===== config.mk =====
export PLATFORM = sky130hd
export DESIGN_NAME = bcd_display_mux
export DESIGN_NICKNAME = d
export VERILOG_FILES = /design/src/rtl/bcd_pkg.sv /design/src/rtl/bcd_to_seg.sv /design/src/rtl/bcd_display_mux.sv
export SDC_FILE = /design/constraint.sdc
export NUM_CORES = 1
export LEC_CHECK = 0
export ABC_AREA = 1
export CAP_MARGIN = 20
export CORE_MARGIN = 2
export CORE_UTILIZATION = 55
export CTS_CLUSTER_DIAMETER = 30
export DETAILED_ROUTE_END_ITERATION = 12
export PLACE_DENSITY_LB_ADDON = 0.15
export SYNTH_ARGS = -nofsm -noshare
export SYNTH_HDL_FRONTEND = slang
export SYNTH_HIERARCHICAL = 1
export SYNTH_SLANG_ARGS = --single-unit

===== constraint.sdc =====
create_clock -name clk -period 1.8 [get_ports clk]
set_input_delay 0.27 -clock clk [delete_from_list [all_inputs] [get_ports clk]]
set_output_delay 0.27 -clock clk [all_outputs]
set_load 0.02 [all_outputs]

===== src/rtl/bcd_pkg.sv =====
// rtl/bcd_pkg.sv - slot encoding and seven-segment constants for the BCD display mux
// Segment patterns are active-low {g,f,e,d,c,b,a}.
package bcd_pkg;

   typedef enum logic {
      S_UNITS = 1'b0,
      S_TENS  = 1'b1
   } slot_e;

   localparam logic [6:0] SEG_BLANK = 7'h7F;
   localparam logic [6:0] SEG_ERR   = 7'h06;

   localparam logic [6:0] SEG_0 = 7'h40;
   localparam logic [6:0] SEG_1 = 7'h79;
   localparam logic [6:0] SEG_2 = 7'h24;
   localparam logic [6:0] SEG_3 = 7'h30;
   localparam logic [6:0] SEG_4 = 7'h19;
   localparam logic [6:0] SEG_5 = 7'h12;
   localparam logic [6:0] SEG_6 = 7'h02;
   localparam logic [6:0] SEG_7 = 7'h78;
   localparam logic [6:0] SEG_8 = 7'h00;
   localparam logic [6:0] SEG_9 = 7'h10;

endpackage


===== src/rtl/bcd_to_seg.sv =====
// rtl/bcd_to_seg.sv - combinational BCD digit to active-low seven-segment decoder
// Ports:
//   bcd_i : 4-bit digit
//   seg_o : active-low {g,f,e,d,c,b,a}; codes 10-15 show "E"
module bcd_to_seg
   import bcd_pkg::*;
(
   input  logic [3:0] bcd_i,
   output logic [6:0] seg_o
);

   always_comb begin
      seg_o = SEG_ERR;
      case (bcd_i)
         4'd0:    seg_o = SEG_0;
         4'd1:    seg_o = SEG_1;
         4'd2:    seg_o = SEG_2;
         4'd3:    seg_o = SEG_3;
         4'd4:    seg_o = SEG_4;
         4'd5:    seg_o = SEG_5;
         4'd6:    seg_o = SEG_6;
         4'd7:    seg_o = SEG_7;
         4'd8:    seg_o = SEG_8;
         4'd9:    seg_o = SEG_9;
         default: seg_o = SEG_ERR;
      endcase
   end

endmodule


===== src/rtl/bcd_display_mux.sv =====
// rtl/bcd_display_mux.sv - two-digit time-multiplexed seven-segment driver for a BCD sum
// Ports:
//   clk, rst     : clock, asynchronous active-high reset
//   load         : capture strobe for bcd1/bcd0
//   bcd1, bcd0   : tens / units digits
//   blank_lz     : blank the tens digit when it is zero
//   seg          : active-low segments {g,f,e,d,c,b,a}, registered
//   an           : active-low digit enables, an[0]=units, an[1]=tens, registered
module bcd_display_mux
   import bcd_pkg::*;
#(
   parameter int REFRESH_DIV = 50000
)
(
   input  logic       clk,
   input  logic       rst,
   input  logic       load,
   input  logic [3:0] bcd1,
   input  logic [3:0] bcd0,
   input  logic       blank_lz,
   output logic [6:0] seg,
   output logic [1:0] an
);

   localparam int               CNT_W   = $clog2(REFRESH_DIV);
   localparam logic [CNT_W-1:0] CNT_MAX = CNT_W'(REFRESH_DIV - 1);

   logic [CNT_W-1:0] cnt_q, cnt_d;
   slot_e            state_q, state_d;
   logic [3:0]       d1_q, d1_d;
   logic [3:0]       d0_q, d0_d;
   logic [6:0]       seg_q, seg_d;
   logic [1:0]       an_q, an_d;
   logic             tick;
   logic [3:0]       digit;
   logic [6:0]       digit_seg;

   // One shared decoder; the slot picks which captured digit feeds it.
   assign digit = (state_q == S_TENS) ? d1_q : d0_q;

   bcd_to_seg u_dec (
      .bcd_i (digit),
      .seg_o (digit_seg)
   );

   assign tick = (cnt_q == CNT_MAX);

   always_comb begin
      cnt_d   = tick ? '0 : cnt_q + CNT_W'(1);
      state_d = state_q;
      if (tick) begin
         state_d = (state_q == S_UNITS) ? S_TENS : S_UNITS;
      end
      d1_d = load ? bcd1 : d1_q;
      d0_d = load ? bcd0 : d0_q;

      // Outputs follow the current slot and digits, landing one edge later.
      seg_d = digit_seg;
      an_d  = 2'b10;
      if (state_q == S_TENS) begin
         if (blank_lz && (d1_q == 4'd0)) begin
            seg_d = SEG_BLANK;
            an_d  = 2'b11;
         end else begin
            an_d  = 2'b01;
         end
      end
   end

   always_ff @(posedge clk or posedge rst) begin
      if (rst) begin
         cnt_q   <= '0;
         state_q <= S_UNITS;
         d1_q    <= 4'd0;
         d0_q    <= 4'd0;
         seg_q   <= SEG_BLANK;
         an_q    <= 2'b11;
      end else begin
         cnt_q   <= cnt_d;
         state_q <= state_d;
         d1_q    <= d1_d;
         d0_q    <= d0_d;
         seg_q   <= seg_d;
         an_q    <= an_d;
      end
   end

   assign seg = seg_q;
   assign an  = an_q;

endmodule


# Yosys cells after proc, flatten, opt, wreduce, memory -nomap -nowiden
# Memories as Yosys holds them, arrays and structs flattened.
# Cells that the tools add are included.
# classes
addsub,1
multipliers,0
div_mod_pow,0
n_lt_le_gt_ge,0
n_eq_ne,1
shift,0
muxes,7
bitwise,0
n_reduce_logical,2
# op_table
operator,count
$add 16x1->16 const B,1
$eq 16x16->1 const B,1
$mux 16,1
$mux 7,2
$logic_not 4->1,1
$mux 2,2
$mux 4,1
$logic_and 1x1->1,1
$mux 1,1
# totals
regBits,34
latchBits,0
ram_bits,0
mem_bits_ro,112
inputBits,12
output_inout_bits,9
wordCells,18
memories,1
# mem_list
name,words,width,rd,rd_clocked_by_memory_dff,wr,line,rtl
(no name shown),16,7,1,0,0,bcd_to_seg.sv:14,case (bcd_i)

# Logic depth before layout (Yosys ltp)
# Gate-level depths: netlist of the first run.
# logic_depth
ltp_word,4
mapped_depth,10
depth_no_buf,9

# Hierarchy
# Netlist of the first run, hierarchy kept.
# by_module_without_submodules
mod,n_inst,cells_per_inst,area_each_um2,seq_area_each_um2
bcd_display_mux,1,198,1597.8,862.1
bcd_to_seg,1,30,167.7,0.0

# Least setup slack after synthesis of the first run
# No wires, ideal clock.
# synth_path
kind,reg-to-reg
startpoint,register state_q
endpoint,"register seg_q[0], in the netlist seg[0]"
setup_time_ns,0.086
t_arrival_ns,1.561
t_required_ns,1.714
path_slack_ns,0.153
path_stages_with_launch,9
path_buffers,1
synth_period_minus_slack_ns,1.647
cell_sequence,dfrtp_1 > clkbuf_1 > o21ai_0 > inv_1 > ha_1 > o21ai_0 > nor2_1 > inv_1 > nand2_1
# synth_via
elab_chain_cells,4
# synth_lines
item,line,rtl
from (decl),bcd_display_mux.sv:29,"slot_e state_q, state_d;"
from (signal assigned),bcd_display_mux.sv:80,state_q <= state_d;
$mux 4 *,bcd_display_mux.sv:39,assign digit = (state_q == S_TENS) ? d1_q : d0_q;
named net digit[1],bcd_display_mux.sv:35,logic [3:0] digit;
$mem_v2 16x7 *,-,
named net digit_seg[0],bcd_display_mux.sv:36,logic [6:0] digit_seg;
$mux 7,bcd_display_mux.sv:61,if (blank_lz && (d1_q == 4'd0)) begin
$mux 7 *,bcd_display_mux.sv:60,if (state_q == S_TENS) begin
named net seg_d[0],bcd_display_mux.sv:32,"logic [6:0] seg_q, seg_d;"
to (signal assigned),bcd_display_mux.sv:83,seg_q <= seg_d;
to (decl),bcd_display_mux.sv:32,
# The timed path passes the listed nets; every way through them passes the cells marked *.
# A chain may end at the register's enable or synchronous reset.

# Worst setup path in the final report of the first run
# layout_path
startpoint,"register an_q[0], in the netlist an[0]"
endpoint,output an[0]
# layout_rtl
item,line,rtl
from (decl),bcd_display_mux.sv:33,"logic [1:0] an_q, an_d;"
from (signal assigned),bcd_display_mux.sv:84,an_q <= an_d;
to (decl),bcd_display_mux.sv:22,output logic [1:0] an
# No word-level cell between the ends.

==> results of run 1 <==
-- power by group through the flow --
| stage | combinational (uW) | sequential, uW | clock, uW |
|---|---|---|---|
| after detailed placement | 223 | 846 | 0 |
| after global placement | 220 | 843 | 0 |
| after floorplan | 95.8 | 874 | 0 |
| after global routing | 252 | 836 | 505 |
| final | 221 | 831 | 455 |
| after CTS | 224 | 832 | 471 |
-- registers in the layout (all words and copies together) (netlist names) --
register and count:
cnt_q 16, seg 7, d0_q 4, d1_q 4, an 2, state_q 1
-- cell families after synthesis --
group                      count (synthesis)  synth area share, %
and+or+nand+nor                          120                 29.1
muxes                                      1                0.638
xor gates and xnor gates                   5                 2.48
buffers and inverters                     45                 9.57
AOI/OAI and AO/OA                         17                 5.17
DFF                                       34                 48.8
adders and majority gates                  6                 4.25
-- per-stage QoR --
step           hold slack, ns  total power, uW
3_3_place_gp            0.452             1060
5_1_grt                 0.349             1590
3_5_place_dp            0.455             1070
6_report                0.296             1510
4_1_cts                 0.308             1530
2_1_floorplan           0.377              970
-- final cells by class --
cell class | count | area, sq um | share of cell area, %
Clock buffer | 6 | 51.3 | 2.43
Multi-Input combinational cell | 149 | 734 | 34.7
Tap cell | 44 | 55.1 | 2.60
Sequential cell | 34 | 862 | 40.8
Clock inverter | 2 | 12.5 | 0.592
Inverter | 43 | 161 | 7.63
Timing Repair Buffer | 25 | 238 | 11.2
-- layer usage --
layer,wire length [microns],GRT usage [%],vias up
li1,-,-,750
met1,1470,26.0,634
met2,1420,31.8,26
met3,129,6.18,7
met4,66,10.6,0
met5,0,0,-
-- worst paths after layout --
kind | cells past startpoint | to | slack (ns) | startpoint
worst min register to register | 0 | an[0] | 0.48 | state_q
worst max register to register | 7 | seg[3] | 0.23 | state_q
min in group clk | 3 | d1_q[1] | 0.46 | bcd1[1]
worst min-delay path | 3 | d1_q[1] | 0.30 | rst
max in group asynchronous | 3 | seg[6] | 1.17 | rst
worst max-delay path | 1 | an[0] | 0.04 | an[0]
-- layout by cell type (no fill, tap or decap), types with 2 or more instances in the layout --
master,Yosys,routed
nor2_1,33,33
nand2_1,63,63
dfstp_2,9,9
nand4_1,4,4
buf_4,0,5
nand3_1,12,12
ha_1,6,6
dfrtp_1,25,25
nor2_2,2,2
xor2_1,4,4
clkdlybuf4s50_1,0,20
clkbuf_4,0,5
inv_1,42,42
o21ai_0,14,13
nor3_1,3,3
-- what timing repair did --
| item | CTS | global route |
|---|---|---|
| setup endpoints to repair | 0 | 1 |
| resized for setup | 0 | 1 |
| hold endpoints to repair | 0 | 0 |
==> implementation parameters, run 1 <==
Parameter                              Value

Synth
  Synth Area per Inst ... 7.74 sq um
  Number of library cell types mapped by synthesis ... 22
  Post-synth top area share ... a little over a third
  Register bit total from synthesis ... 34
  Commonest cells in the netlist ... nand2_1, inv_1, nor2_1, dfrtp_1, o21ai_0
  Share of the yosys chip area belonging to registers ... 48.8%
  Most common cell in the netlist ... nand2_1
  Cell area after technology mapping ... around 0.0018 sq mm
  Post-Syn Nets ... approximately 250
  Cell types occupying the most area after synthesis ... dfrtp_1, dfstp_2, nand2_1
  Cell type with the largest total area after synthesis ... dfrtp_1
  Yosys synthesis warning count ... 6
  Dominant register cell in the synthesized netlist ... dfrtp_1
  Instance count of the mapped netlist ... between 200 and 250
  Number of enable flip-flop cells after synthesis ... 0
  Async set-reset flop share out of synthesis ... 100%

Detailed routing
  Post-route ant nets ... 0
  Number of DRC violations after detailed-routing iteration 0 ... 38
  Routed WL ... about 3100 microns
  Number of search-and-repair iterations in the first detailed-routing pass ... 4
  Post-detailed-route wirelength per cell ... 10.2 microns
  Detail-routed via count per cell ... around 4.7
  Remaining design rule violation count ... 0
  Vias after detailed routing ... 1417

Final layout
  Total number of nets in the final design ... 276
  Antenna cell count ... 0
  Core occupancy in the finished layout ... 69.3%
  Layout cell share with drive strength beyond 1 ... roughly 11%
  Filler cells ... between 200 and 300
  Post-route design area ... 0.00211 sq mm
  Count of non-filler cells in the finished layout ... roughly 300
  Synthesis-to-finish area growth ... 19.8%

Power and ir drop
  Cell Pwr Density ... between 700 and 800 mW/mm^2
  Peak ir drop on the vdd network ... 0.000517 V
  Proportion of power drawn by flip-flops and latches ... a little under three fifths
  Leak ... 0.00111 uW
  Part of the total power dissipated in the clock network ... 30.2%
  Comb power frac ... 14.7%
  Net switching component of the power ... roughly 400 uW
  Fraction of power spent switching nets ... 26.6%
  Int Power ... 1110 uW

Die
  Die extent in x ... just over 60 microns
  Die Span Y ... 60.7 microns
  Standard-cell rows ... 20
  Total I/O pin count ... 21
  Initial cell density of the core ... 57.8%
  Full die area ... 0.00368 sq mm
  Core Box Area ... just over 0.003 sq mm

CTS
  Clk slew on worst S/H paths ... 0.11 ns
  Post-CTS Hold Buffers ... 0
  Clock tree from TritonCTS ... done
  Cell at the root of the clock tree ... clkbuf_4
  H-tree lvl count ... 2
  Max clock buf depth ... 2
  Num Clock Sinks ... 34
  Clk Latency, worst-skew pair ... 0.35 ns
  Number of buffers added by the clock tree synthesis step ... 5
  Post-CTS setup buffers ... 0

Global routing
  Congestion Overflow GR ... 0
  Number of global-route vias before repair ... 1301
  Initial antenna violation count ... 0
  Pin count of the biggest net entering global routing ... 35
  Global-route total usage across every layer ... approximately a fifth
  First-pass GRT wire length ... 5490 microns

STA
  Worst-case setup margin in the final layout ... 0.0367 ns
  Final max-slew violation count ... 0
  FMAX ... approximately 570 MHz
  Final Hold Viols ... 0
  Worst-margin pin slew ... 0.407 ns
  Final-layout setup total negative slack ... 0 ns
  Min Tclk post-route ... about 1.8 ns
  Final period util ... between 90% and 100%
  Setup repair after global routing missed its margin ... false
  Number of endpoints failing setup at the final stage ... 0
  Max Clock Skew ... roughly 0.009 ns
  Slew Limit Headroom ... 72.9%

Placement
  Post-Place Cell Area ... 0.00205 sq mm
  Final weighted congestion of routability-driven global placement ... just over 0.8
  Detailed-placement wirelength estimate ... 2350 microns
  Worst setup timing slack at the placement stage ... 0.167 ns
  Port Buffers ... 20
  Cell Count Post-Placement ... 295

Setup path
  Critical Path Slowest Stage Cell ... clkdlybuf4s50_1
  Crit Path Class ... reg -> out
  Crit-path leading delay family ... buffers and inverters
  CP arrival ... 1.49 ns
  Startpoint Class ... register
  WP data required ... 1.53 ns
  Element type at the critical path end ... output pin
  Cell Chain, Critical Path ... clkdlybuf4s50_1
  Largest fanout of any net on the critical path ... 1
  Biggest cell delay along the critical path ... 0.60 ns
  Number of buffer and inverter stages on the critical path ... 1

Flow run
  Max cap viols ... 0

Run status
  Run status ... complete, no violations

Hold path
  Min-delay worst type ... in -> async
Note: power is estimated with default switching activity, not from simulation.
==> inputs of run 2 (changes only) <==
- CELL_PAD_IN_SITES_DETAIL_PLACEMENT: not set -> 0
- CELL_PAD_IN_SITES_GLOBAL_PLACEMENT: not set -> 1
- CORE_UTILIZATION: 55 -> 40
- PLACE_DENSITY_LB_ADDON: 0.15 -> 0.1
==> implementation parameters, run 2 (same netlist as run 1, synthesis figures left out) <==
Parameter                              Value

Run status
  Run status ... complete, no violations

Power and ir drop
  Post-layout total power ... 1590 uW
  Peak ir drop on the vdd network ... between 0.0004 and 0.0005 V
  Fraction of power spent switching nets ... 25.3%
  Proportion of power drawn by flip-flops and latches ... between 50 and 60%
  Leak ... roughly 0.0011 uW
  Int Power ... 1190 uW
  Cell Pwr Density ... ~740 mW/mm^2
  Net switching component of the power ... 403 uW
  Comb power frac ... 14.1%
  Part of the total power dissipated in the clock network ... 33.7%

Final layout
  Most common cell after layout, fill and taps aside ... nand2_1
  Post-route design area ... 0.00216 sq mm
  Layout cell share with drive strength beyond 1 ... 10.8%
  Total number of nets in the final design ... 276
  Register with the most flip-flops ... cnt_q
  Most frequent cells in the layout ... nand2_1, inv_1, nor2_1
  Synthesis-to-finish area growth ... 22.1%
  Flip-flop count of the largest register after layout ... 16
  Count of non-filler cells in the finished layout ... 311
  Antenna cell count ... 0

Global routing
  Pin count of the biggest net entering global routing ... 27
  First-pass GRT wire length ... 5880 microns
  Initial antenna violation count ... 0
  Number of global-route vias before repair ... 1338
  Congestion Overflow GR ... 0
  Global-route total usage across every layer ... 15.1%

Setup path
  Element type at the critical path end ... output pin
  Cell Chain, Critical Path ... clkdlybuf4s50_1
  Startpoint Class ... register
  Crit-path leading delay family ... buffers and inverters
  Largest fanout of any net on the critical path ... 1
  CP arrival ... 1.40 ns
  Crit Path Class ... reg -> out
  WP data required ... 1.53 ns
  Biggest cell delay along the critical path ... 0.59 ns
  Critical Path Slowest Stage Cell ... clkdlybuf4s50_1
  Number of buffer and inverter stages on the critical path ... 1

Die
  Core Box Area ... roughly 0.0043 sq mm
  Full die area ... 0.00496 sq mm
  Standard-cell rows ... 24
  Die extent in x ... 70.4 microns
  Initial cell density of the core ... 41.1%
  Die Span Y ... 70.4 microns
  Total I/O pin count ... 21

CTS
  Clk slew on worst S/H paths ... roughly 0.07 ns
  Max clock buf depth ... 2
  Clock tree from TritonCTS ... done
  Number of buffers added by the clock tree synthesis step ... 5
  Clk Latency, worst-skew pair ... between 0.2 and 0.3 ns
  Num Clock Sinks ... 34
  Post-CTS Hold Buffers ... 0
  Post-CTS setup buffers ... 0
  Cell at the root of the clock tree ... clkbuf_8
  Number of cells upsized or downsized after cts ... 0
  H-tree lvl count ... 2

Detailed routing
  Number of DRC violations after detailed-routing iteration 0 ... 47
  Remaining design rule violation count ... 0
  Post-route ant nets ... 0
  Number of search-and-repair iterations in the first detailed-routing pass ... 4
  Vias after detailed routing ... 1394
  Detail-routed via count per cell ... between 4 and 5
  Routed WL ... 3260 microns
  Post-detailed-route wirelength per cell ... 10.5 microns

STA
  Worst-margin pin slew ... 0.410 ns
  Final Hold Viols ... 0
  Final-layout setup total negative slack ... 0 ns
  Final max-slew violation count ... 0
  Max Clock Skew ... between 0.005 and 0.006 ns
  Number of endpoints failing setup at the final stage ... 0
  Setup repair after global routing missed its margin ... false
  FMAX ... 599 MHz
  Slew Limit Headroom ... between 70% and 80%
  Final period util ... just over 90%
  Min Tclk post-route ... 1.67 ns
  Worst hold margin ... 0.270 ns

Flow run
  Max cap viols ... 0

Placement
  Detailed-placement wirelength estimate ... ~2500 microns
  Post-Place Cell Area ... 0.00207 sq mm
  Final weighted congestion of routability-driven global placement ... 0.815
  Port Buffers ... 20
  Cell Count Post-Placement ... 303

Hold path
  Min-delay worst type ... in -> async
run 2: cell count changes in the layout (fill, tap and decap cells not counted):
cell	previous run	this run
o21ai_0	13	14
clkinvlp_4	1	0
clkbuf_8	1	5
clkbuf_1	0	1
buf_12	0	1
clkinv_2	1	2
o21ai_1	1	0
buf_4	5	4
clkbuf_4	5	0
run 2: per-stage QoR:
step | util (%) | worst slack, ns
after global placement | 48.3 | 0.269
after CTS | 50.2 | 0.106
after detailed placement | 48.3 | 0.222
final | 50.2 | 0.130
after floorplan | - | 0.153
after global routing | 50.2 | 0.0614
run 2: power by group through the flow:
stage	registers (uW)	logic (uW)	clock network (uW)
after global placement	845	229	0
after CTS	832	230	567
after detailed placement	845	229	0
final	831	225	536
after floorplan	874	95.8	0
after global routing	835	256	591
run 2: area by class of cell:
cell class	instances	area, sq um
clock buffer	6	72.6
clock inverter	2	10.0
fill	434	2140
inverter	43	161
multi-input combinational	149	734
sequential	34	862
tap	52	65.1
timing repair buffer	25	250
run 2: worst paths after layout:
path,startpoint,cells past startpoint,slack (ns),to
hold / removal,rst,2,0.27,cnt_q[10]
setup reg to reg,state_q,8,0.23,seg[3]
min in group clk,cnt_q[0],1,0.48,cnt_q[0]
setup / recovery,seg[4],1,0.13,seg[4]
max in group asynchronous,rst,3,0.98,seg[0]
hold reg to reg,cnt_q[0],1,0.48,cnt_q[0]
run 2: routing by layer:
metal  up-vias  track usage [%]  wire length, microns
met5         -                0                     0
met4         0             5.98                    50
met3         5             4.04                    90
met2        17             25.1                  1620
met1       626             18.5                  1500
li1        746                -                     -
==> inputs of run 3 (changes only) <==
- CORE_MARGIN: 2 -> 1
- SETUP_SLACK_MARGIN: not set -> 0.3
==> implementation parameters, run 3 (same netlist as run 1, synthesis figures left out) <==
Parameter                              Value

Run status
  Run status ... complete, no violations

Detailed routing
  Number of DRC violations after detailed-routing iteration 0 ... 62
  Vias after detailed routing ... 1418
  Routed WL ... 3280 microns
  Post-detailed-route wirelength per cell ... 10.6 microns
  Routed wl met3 ... between 80 and 90 microns
  Remaining design rule violation count ... 0
  Detail-routed via count per cell ... between 4 and 5
  Number of search-and-repair iterations in the first detailed-routing pass ... 4
  Post-route ant nets ... 0
  WL met1 ... 1780 microns
  Detailed-routed wire length on met2 ... 1380 microns
  Top metal layer carrying routed signals ... met4

Die
  Total I/O pin count ... 21
  Die Span Y ... around 70 microns
  Core Box Area ... 0.00412 sq mm
  Die extent in x ... 68.4 microns
  Initial cell density of the core ... 42.9%
  Standard-cell rows ... 23
  Full die area ... 0.00468 sq mm

CTS
  Post-CTS Hold Buffers ... 0
  Max clock buf depth ... 2
  Clk Latency, worst-skew pair ... 0.27 ns
  Clk slew on worst S/H paths ... 0.07 ns
  Cell at the root of the clock tree ... clkbuf_8
  H-tree lvl count ... 2
  Number of buffers added by the clock tree synthesis step ... 5
  Clock tree from TritonCTS ... done
  Num Clock Sinks ... 34

Setup path
  Crit-path leading delay family ... flip-flops
  Biggest cell delay along the critical path ... 0.47 ns
  Number of buffer and inverter stages on the critical path ... 3
  WP data required ... 2.01 ns
  Element type at the critical path end ... register
  Critical Path Slowest Stage Cell ... dfrtp_2
  Levels on crit path ... 8
  Startpoint Class ... register
  Crit Path Class ... reg -> reg
  Largest fanout of any net on the critical path ... 6
  Crit-path most repeated cell ... inv_1
  Register-to-register setup slack ... 0.36 ns
  CP arrival ... 1.65 ns
  Cell Chain, Critical Path ... o21ai_4, inv_1, ha_1, nand2_1, inv_1, nor2_1, inv_1, nand2_1
  Number of cells on the worst reg-to-reg path ... 8

STA
  Min Tclk post-route ... 1.44 ns
  Final Hold Viols ... 0
  Final-layout setup total negative slack ... 0 ns
  FMAX ... 697 MHz
  Number of endpoints failing setup at the final stage ... 0
  Max Clock Skew ... 0.00471 ns
  Worst hold margin ... 0.397 ns
  Worst-case setup margin in the final layout ... approximately 0.36 ns
  Slew Limit Headroom ... 71.5%
  Final period util ... ~80%
  Final max-slew violation count ... 0
  Worst-margin pin slew ... 0.427 ns
  Setup repair after global routing missed its margin ... true

Final layout
  Combined flip-flop and latch cell area ... 863 sq um
  Synthesis-to-finish area growth ... 22.6%
  Flip-flop count of the largest register after layout ... 16
  Total number of nets in the final design ... 276
  Area taken by multi-input logic gates ... 762 sq um
  Antenna cell count ... 0
  Layout cell share with drive strength beyond 1 ... between 10% and 20%
  Post-route design area ... roughly 0.0022 sq mm
  Most frequent cells in the layout ... nand2_1, inv_1, nor2_1
  Most common cell after layout, fill and taps aside ... nand2_1
  Register with the most flip-flops ... cnt_q
  Filler cells ... 402

Global routing
  Global-route total usage across every layer ... about 16%
  Initial antenna violation count ... 0
  First-pass GRT wire length ... about 5700 microns
  Number of global-route vias before repair ... 1263
  Pin count of the biggest net entering global routing ... 35
  Congestion Overflow GR ... 0

Placement
  Worst setup timing slack at the placement stage ... between 0.2 and 0.25 ns
  Post-Place Cell Area ... 0.00205 sq mm
  Final weighted congestion of routability-driven global placement ... 0.783
  Detailed-placement wirelength estimate ... 2470 microns
  Port Buffers ... 20

Flow run
  Max cap viols ... 0

Power and ir drop
  Cell Pwr Density ... roughly 740 mW/mm^2
  Leak ... 0.00114 uW
  Peak ir drop on the vdd network ... about 0.00038 V

Hold path
  Min-delay worst type ... in -> async
## run 3: where the power goes
part	internal, uW	leakage (uW)	switching [uW]
logic	86.9	0.000681	124
clock network	308	0.0000482	260
registers	817	0.000412	13.1
total	1210	0.00114	397
## run 3: layout make-up
type	instances	area share [%]
tap	50	2.89
clock inverter	1	0.231
clock buffer	7	3.99
timing repair buffer	25	10.3
inverter	43	7.46
multi-input combinational	149	35.2
sequential	34	39.9
## run 3: timing repair
| action | 4_1_cts | 5_1_grt |
|---|---|---|
| gates resized for setup | 10 | 9 |
| endpoints found under the setup margin | 12 | 11 |
| buffers inserted | 1 | 1 |
| pin swaps | 0 | 0 |
## run 3: path summary, 6_finish.rpt
kind                               start        to
worst max-delay path             state_q    seg[3]
worst min-delay path                 rst  cnt_q[6]
worst max register to register   state_q    seg[3]
worst min register to register  cnt_q[0]  cnt_q[0]
max in group asynchronous            rst     an[0]
min in group clk                cnt_q[0]  cnt_q[0]
## run 3: tightest hold or removal path: cells and delay by family
kind	cells	cell delay [ns]
buffers and inverters	3	0.83
## run 3: routing by layer
layer / up-vias / global-route usage (%)
met5: - / 0
met4: 0 / 5.73
met3: 5 / 4.17
met2: 19 / 23.4
met1: 640 / 23.9
li1: 754 / -
## run 3: stage by stage
step                      instances  power (uW)  utilization (%)
after floorplan                 228         972                -
after global placement          299        1070             49.8
after detailed placement        299        1070             49.8
after CTS                       308        1630             52.0
after global routing            309        1710             52.6
final                           309        1610             52.6
